--- src/rtl/fp_add_normalizer.sv ---
// fp_add_normalizer
//   Post-add normalize-and-round stage for single-precision addition.
//   Takes the raw adder result (sign, biased exponent, extended mantissa
//   with carry/guard/sticky). It normalizes one bit per cycle and rounds
//   to nearest-even. It then packs an IEEE-754 single and raises the
//   status flags.
//
//   Optional feature macro: NORM_FTZ_EN (flush denormal results to zero).
//
//   Ports:
//     clk, rst        clock (rising edge), synchronous active-high reset
//     in_valid/ready  upstream handshake; in_ready high only in IDLE
//     in_sign         result sign
//     in_exp          biased exponent of in_mant[25]; 0 acts as 1
//     in_mant         [26] carry, [25] hidden, [24:2] frac, [1] guard, [0] sticky
//     out_valid/ready downstream handshake; out_valid high in DONE
//     out_data        packed {sign, exp, frac}
//     out_overflow    finite input rounded to infinity
//     out_underflow   denormal result, or flushed result
//     out_inexact     guard or sticky set at rounding
module fp_add_normalizer #(
   parameter int EXP_W  = 8,
   parameter int FRAC_W = 23
) (
   input  logic                    clk,
   input  logic                    rst,
   input  logic                    in_valid,
   output logic                    in_ready,
   input  logic                    in_sign,
   input  logic [EXP_W-1:0]        in_exp,
   input  logic [FRAC_W+3:0]       in_mant,
   output logic                    out_valid,
   input  logic                    out_ready,
   output logic [EXP_W+FRAC_W:0]   out_data,
   output logic                    out_overflow,
   output logic                    out_underflow,
   output logic                    out_inexact
);

   localparam int C = FRAC_W + 3;   // carry bit position
   localparam int H = FRAC_W + 2;   // hidden bit position
   localparam logic [EXP_W:0] EXP_MAX = {1'b0, {EXP_W{1'b1}}};
   localparam logic [EXP_W:0] EXP_ONE = {{EXP_W{1'b0}}, 1'b1};

   typedef enum logic [1:0] {IDLE, NORM, ROUND, DONE} state_t;
   state_t state, state_nx;

   logic                  sign_q;
   logic [EXP_W:0]        exp_q;     // one spare bit so overflow is visible
   logic [FRAC_W+3:0]     mant_q;

   logic                  accept, is_special, is_zero;
   logic [FRAC_W-1:0]     nan_frac;

   // rounding datapath
   logic                  g, s, lsb, up;
   logic [FRAC_W+1:0]     rsum;      // mant[26:2] + round increment
   logic [EXP_W:0]        e_fin;
   logic [FRAC_W-1:0]     f_fin;
   logic [EXP_W+FRAC_W:0] r_data;
   logic                  r_ov, r_uf, r_ix;

   assign accept     = in_valid && (state == IDLE);
   assign is_special = (in_exp == '1);
   assign is_zero    = (in_mant == '0);

   always_comb begin
      nan_frac = in_mant[FRAC_W+1:2];
      if (nan_frac != '0) nan_frac[FRAC_W-1] = 1'b1;
   end

   always_comb begin
      lsb  = mant_q[2];
      g    = mant_q[1];
      s    = mant_q[0];
      up   = g & (s | lsb);
      rsum = mant_q[C:2] + {{(FRAC_W+1){1'b0}}, up};
      // denormal exponent field stays 0 unless rounding reaches the hidden bit
      if (exp_q == '0)
         e_fin = {{EXP_W{1'b0}}, rsum[FRAC_W]};
      else
         e_fin = exp_q + {{EXP_W{1'b0}}, rsum[FRAC_W+1]};
      f_fin  = rsum[FRAC_W+1] ? '0 : rsum[FRAC_W-1:0];
      r_ix   = g | s;
      r_ov   = 1'b0;
      r_uf   = 1'b0;
      r_data = {sign_q, e_fin[EXP_W-1:0], f_fin};
      if (e_fin >= EXP_MAX) begin
         r_data = {sign_q, {EXP_W{1'b1}}, {FRAC_W{1'b0}}};
         r_ov   = 1'b1;
         r_ix   = 1'b1;
      end else if (e_fin == '0 && f_fin != '0) begin
`ifdef NORM_FTZ_EN
         r_data = {sign_q, {(EXP_W+FRAC_W){1'b0}}};
         r_ix   = 1'b1;
`endif
         r_uf   = 1'b1;
      end
   end

   // state register
   always_ff @(posedge clk) begin
      if (rst) state <= IDLE;
      else     state <= state_nx;
   end

   // next-state logic
   always_comb begin
      state_nx = state;
      case (state)
         IDLE:  if (accept) state_nx = (is_special || is_zero) ? DONE : NORM;
         NORM:  if (mant_q[C] || !(mant_q[H] == 1'b0 && exp_q > EXP_ONE))
                   state_nx = ROUND;
         ROUND: state_nx = DONE;
         DONE:  if (out_ready) state_nx = IDLE;
         default: state_nx = IDLE;
      endcase
   end

   // handshake outputs
   always_comb begin
      in_ready  = (state == IDLE);
      out_valid = (state == DONE);
   end

   // datapath and result registers
   always_ff @(posedge clk) begin
      if (rst) begin
         sign_q        <= 1'b0;
         exp_q         <= '0;
         mant_q        <= '0;
         out_data      <= '0;
         out_overflow  <= 1'b0;
         out_underflow <= 1'b0;
         out_inexact   <= 1'b0;
      end else begin
         case (state)
            IDLE: if (accept) begin
               sign_q <= in_sign;
               exp_q  <= (in_exp == '0) ? EXP_ONE : {1'b0, in_exp};
               mant_q <= in_mant;
               if (is_special || is_zero) begin
                  out_data      <= is_special ? {in_sign, {EXP_W{1'b1}}, nan_frac}
                                              : {in_sign, {(EXP_W+FRAC_W){1'b0}}};
                  out_overflow  <= 1'b0;
                  out_underflow <= 1'b0;
                  out_inexact   <= 1'b0;
               end
            end
            NORM: begin
               if (mant_q[C]) begin
                  // right shift folds the dropped bit into sticky
                  mant_q <= {1'b0, mant_q[C:2], mant_q[1] | mant_q[0]};
                  exp_q  <= exp_q + EXP_ONE;
               end else if (!mant_q[H] && exp_q > EXP_ONE) begin
                  mant_q <= {mant_q[H:1], 1'b0, mant_q[0]};
                  exp_q  <= exp_q - EXP_ONE;
               end else if (!mant_q[H]) begin
                  exp_q  <= '0;
               end
            end
            ROUND: begin
               out_data      <= r_data;
               out_overflow  <= r_ov;
               out_underflow <= r_uf;
               out_inexact   <= r_ix;
            end
            default: ;
         endcase
      end
   end

endmodule

--- config.mk ---
export PLATFORM = sky130hd
export DESIGN_NAME = fp_add_normalizer
export DESIGN_NICKNAME = d
export VERILOG_FILES = /design/src/rtl/fp_add_normalizer.sv
export SDC_FILE = /design/constraint.sdc
export NUM_CORES = 1
export LEC_CHECK = 0
export ABC_AREA = 1
export BUFFER_PORTS_ARGS = -buffer_cell sky130_fd_sc_hd__buf_2
export CAP_MARGIN = 40
export CORE_MARGIN = 8
export CORE_UTILIZATION = 45
export CTS_BUF_LIST = sky130_fd_sc_hd__clkbuf_2
export DETAILED_ROUTE_END_ITERATION = 10
export PLACE_DENSITY = 0.65
export SLEW_MARGIN = 20
export SYNTH_ARGS = -nofsm -noshare
export SYNTH_HDL_FRONTEND = slang
export SYNTH_SLANG_ARGS = --single-unit
--- constraint.sdc ---
create_clock -name clk -period 10.2 [get_ports clk]
set_clock_uncertainty 0.05 [all_clocks]
set_input_delay 2.04 -clock clk [delete_from_list [all_inputs] [get_ports clk]]
set_output_delay 2.04 -clock clk [all_outputs]
set_load 0.01 [all_outputs]
# Word level (Yosys, flattened, before mapping)
# Cells that the tools add are included.
# classes
n_addsub,4
n_lt_le_gt_ge,2
n_eq_ne,11
muxes,32
bitwise,4
reduce_logical,24
# ops
op,n
$mux 27,3
$mux 32,2
$pmux 32 s2,1
$mux 31,2
$pmux 27 s2,1
$reduce_bool 23->1,2
$mux 9,5
$logic_not 27->1,1
$add 25x1->25,1
$mux 23,1
$logic_not 9->1,2
$pmux 9 s2,1
$reduce_and 3->1,5
$add 9x1->9,1
$add 9x1->9 const B,1
$ge 9x8->1 const B,1
$gt 9x1->1 const B,1
$sub 9x1->9 const B,1
$eq 8x8->1 const B,1
$logic_not 8->1,1
$mux 2,4
$mux 8,1
$pmux 2 s4,1
$mux 1,7
other kinds (16),30
# totals
regBits,74
input_bits,40
word_cells,87

# Longest topological paths before layout
# depth
depth_word,10
mapped_depth,25

# Least setup slack after synthesis
# No wires, ideal clock.
# synth_path
path_type,input -> register
from,in in_mant[12]
to,reg out_data[30]
setup_ps,117
t_arrival_ps,3264
path_slack_ps,6769
stages,11
cell_sequence,nor2_1 -> nand3_1 -> nor2_1 -> nand2_1 -> o21ai_1 -> nand2_1 -> nor2_4 -> inv_1 -> clkbuf_1 -> a21oi_1 -> nor2_1
# synth_via
elab_chain_cells,4
# synth_rtl
element,line_no,source
"start, declared",31,"input logic [FRAC_W+3:0] in_mant,"
$logic_not 27->1,65,assign is_zero = (in_mant == '0);
$logic_or 1x1->1,142,if (is_special || is_zero) begin
$ne 2x1->1 (no source line),-,
$reduce_and 3->1 (no source line),-,
"end signal, assigned",143,"out_data <= is_special ? {in_sign, {EXP_W{1'b1}}, nan_frac}"
"end signal, assigned",163,out_data <= r_data;
"end, declared",34,"output logic [EXP_W+FRAC_W:0] out_data,"
# Every way passes these cells.
# A chain may end at the register's enable or synchronous reset.

# Worst setup path in the final report
# layout_path
from,reg mant_q[1]
to,reg out_data[11]
# layout_via
elab_chain_cells,7
# layout_rtl
element,line_no,source
"start, declared",50,logic [FRAC_W+3:0] mant_q;
"start signal, assigned",141,mant_q <= in_mant;
"start signal, assigned",153,"mant_q <= {1'b0, mant_q[C:2], mant_q[1] | mant_q[0]};"
"start signal, assigned",156,"mant_q <= {mant_q[H:1], 1'b0, mant_q[0]};"
$and 1x1->1 (*),76,up = g & (s | lsb);
$add 25x1->25 (*),77,"rsum = mant_q[C:2] + {{(FRAC_W+1){1'b0}}, up};"
$add 9x1->9,82,"e_fin = exp_q + {{EXP_W{1'b0}}, rsum[FRAC_W+1]};"
$mux 9,79,if (exp_q == '0)
$ge 9x8->1,88,if (e_fin >= EXP_MAX) begin
$mux 31 (*),88,
$pmux 32 s2 (*),137,case (state)
# Mark *: on every way between the ends. The rest lies on a longest branch, timed or not.

==> results.json <==
{
  "vias": 5859,
  "die_height_um": 124,
  "syn_area_mm2": 0.00521,
  "startpoint": "mant_q[1]",
  "postCtsSetupRepairBufs": 0,
  "clkSinkCount": 74,
  "first_iter_violations": 645,
  "dpl.hpwl_um": 13400,
  "avgSynthCellArea_um2": 6.26,
  "viasPerCell": 5.71,
  "hold_slack_ns": 0.435,
  "crit_path_end_kind": "flip-flop",
  "area_growth_pct": 9.70,
  "irDropWorstVdd_mv": 0.154,
  "power_density_mw_per_mm2": 312,
  "max_freq_mhz": 237,
  "antenna_found_initial": 0,
  "drcViolationCount": 0,
  "cp-start-kind": "flip-flop",
  "drv_cap": 0,
  "pin_count": 77,
  "hold_violations": 0,
  "synth_ff_type": "dfxtp_1",
  "ys_ff_latch": 74,
  "dr.pass1.iters": 5,
  "grt_max_degree": 68,
  "timing.rr.end": "out_data[11]",
  "wl_per_cell_um": 17.5,
  "synth_top_area_frac": 0.284,
  "crit_path_end": "out_data[11]",
  "std_cell_rows": 39,
  "relSlewSlack": 0.584,
  "layout-drive-gt1-share": 0.147,
  "p_leak_uw": 0.00244,
  "synthCells": 832,
  "die_x_um": 124,
  "synthArstFlopShare": 0,
  "h-tree-depth": 3,
  "start_util": 0.458,
  "cts_buffer_depth": 2,
  "core_area_mm2": 0.0114,
  "wirelength_um": 18000,
  "grt_pass1_vias": 5244,
  "cts_resized": 0,
  "drtAntennaViolNets": 0,
  "portBuffers": 76,
  "synth_edf_count": 0,
  "syn_nets": 882,
  "gp_congestion": 0.955,
  "crit_fanout": 17,
  "setup-violations-final": 0,
  "fin_nets": 929,
  "grt_first_pass_wirelength_um": 28300,
  "worst_pin_slew_ns": 0.623,
  "crit_type": "reg2reg",
  "worst_ep_arrival_time_ns": 4.69,
  "yosys.area.top_type": "dfxtp_1",
  "yosysWarnings": 0,
  "status": "completed",
  "place_ws_ns": 5.46,
  "diodes": 0,
  "dieArea_mm2": 0.0153,
  "insertion_delay_ns": 0.59,
  "root_buffer": "clkbuf_2",
  "worstRegToRegCells": 23,
  "synthTopCellsByArea": "dfxtp_1 28%, nand2_1 15%, o21ai_0 11%",
  "layout.cells.most_common": "nand2_1",
  "hold_buffers": 0,
  "required_ns": 10.67,
  "synth-seq-area-share": 0.284,
  "track_usage": 0.236,
  "r2r_setup_slack_ns": 5.97,
  "cts_made_buffers": 9,
  "final_cell_mix": "208 x nand2_1, 112 x o21ai_0, 86 x nor2_1, 76 x buf_2, 74 x dfxtp_1",
  "clk_pin_slew_worst_paths_ns": 0.22,
  "fin_crit_ns": 4.23,
  "period_share": 0.414,
  "synth_cell_type_count": 41,
  "cts_tree": "built",
  "grt_overflow": 0,
  "hold_path.class": "reg2reg",
  "fin_setup_tns_ns": 0,
  "rsz0062_at_grt": "false",
  "fin_ws_ns": 5.97,
  "drv_slew": 0,
  "rr_startpoint": "mant_q[1]"
}
[worst min-delay path by stage]
stage,startpoint,end,slack [ns],cells past startpoint
2_1_floorplan,sign_q,sign_q,0.39,2
3_3_place_gp,sign_q,sign_q,0.40,2
3_5_place_dp,out_underflow,out_underflow,0.41,2
4_1_cts,out_overflow,out_overflow,0.44,2
5_1_grt,sign_q,sign_q,0.45,2
6_report,out_overflow,out_overflow,0.44,2
[cell type report]
type,count,area [µm²]
Clock inverter,4,67.6
Fill cell,1198,5650
Sequential cell,74,1480
Multi-Input combinational cell,637,3230
Clock buffer,11,55.1
Timing Repair Buffer,80,418
Inverter,77,289
Tap cell,143,179
[metrics by stage]
stage,cell area (µm²),cells,total power [µW],util
5_1_grt,5720,1026,1930,0.503
6_report,5720,1026,1780,0.503
3_3_place_gp,5570,1009,1550,0.490
4_1_cts,5700,1025,1760,0.501
2_1_floorplan,5210,832,1280,-
3_5_place_dp,5580,1010,1560,0.491
[logic make-up after synthesis]
| family | after synthesis | synth area share |
|---|---|---|
| simple gates | 379 | 0.315 |
| compound gates | 227 | 0.242 |
| buf+inv | 121 | 0.0965 |
| flops | 74 | 0.284 |
| xor+xnor | 21 | 0.0382 |
| fa+ha+maj | 10 | 0.0240 |
[worst max-delay path, stage by stage, from the launching register on]
cell	delay, ns
dfxtp_1	0.47
nand2_1	0.15
inv_1	0.17
ha_1	0.21
nand2_1	0.12
nor2_4	0.21
nand2_2	0.12
inv_2	0.08
nand2_1	0.06
nand2_2	0.07
nand2_4	0.13
inv_2	0.31
ha_1	0.29
ha_1	0.18
nand2_1	0.10
nor2_4	0.17
nand3_1	0.11
xor2_1	0.37
nor3b_2	0.10
nand2_2	0.10
nand2_4	0.09
nor2_8	0.21
nand2_1	0.12
a21oi_1	0.15
[cells in the mapped netlist, drive strengths merged (8+ instances only)]
cell / number
o21ai: 119
nor3: 8
a41oi: 14
xor2: 19
nand2: 216
a221oi: 11
a21oi: 69
dfxtp: 74
clkbuf: 24
buf: 20
ha: 10
inv: 77
nand4: 8
nand3: 39
nor2: 98
a31oi: 8
[report_power, final]
group	switching, µW	internal [µW]	total, µW
Clock	111	80.3	191
Combinational	661	330	991
Sequential	177	423	600
Total	949	834	1780
[routing by layer]
layer | GRT usage | wire, µm
met5 | 0 | 0
met4 | 0.0843 | 327
met3 | 0.0499 | 1710
met2 | 0.325 | 7230
met1 | 0.351 | 8690
[state kept, by name, summed over array words and instances, names as in the netlist]
name and count:
out_inexact 1, state 2, out_overflow 1, sign_q 1, out_data 32, mant_q 27
exp_q 9, out_underflow 1
Note: power is estimated with default switching activity, not from simulation.
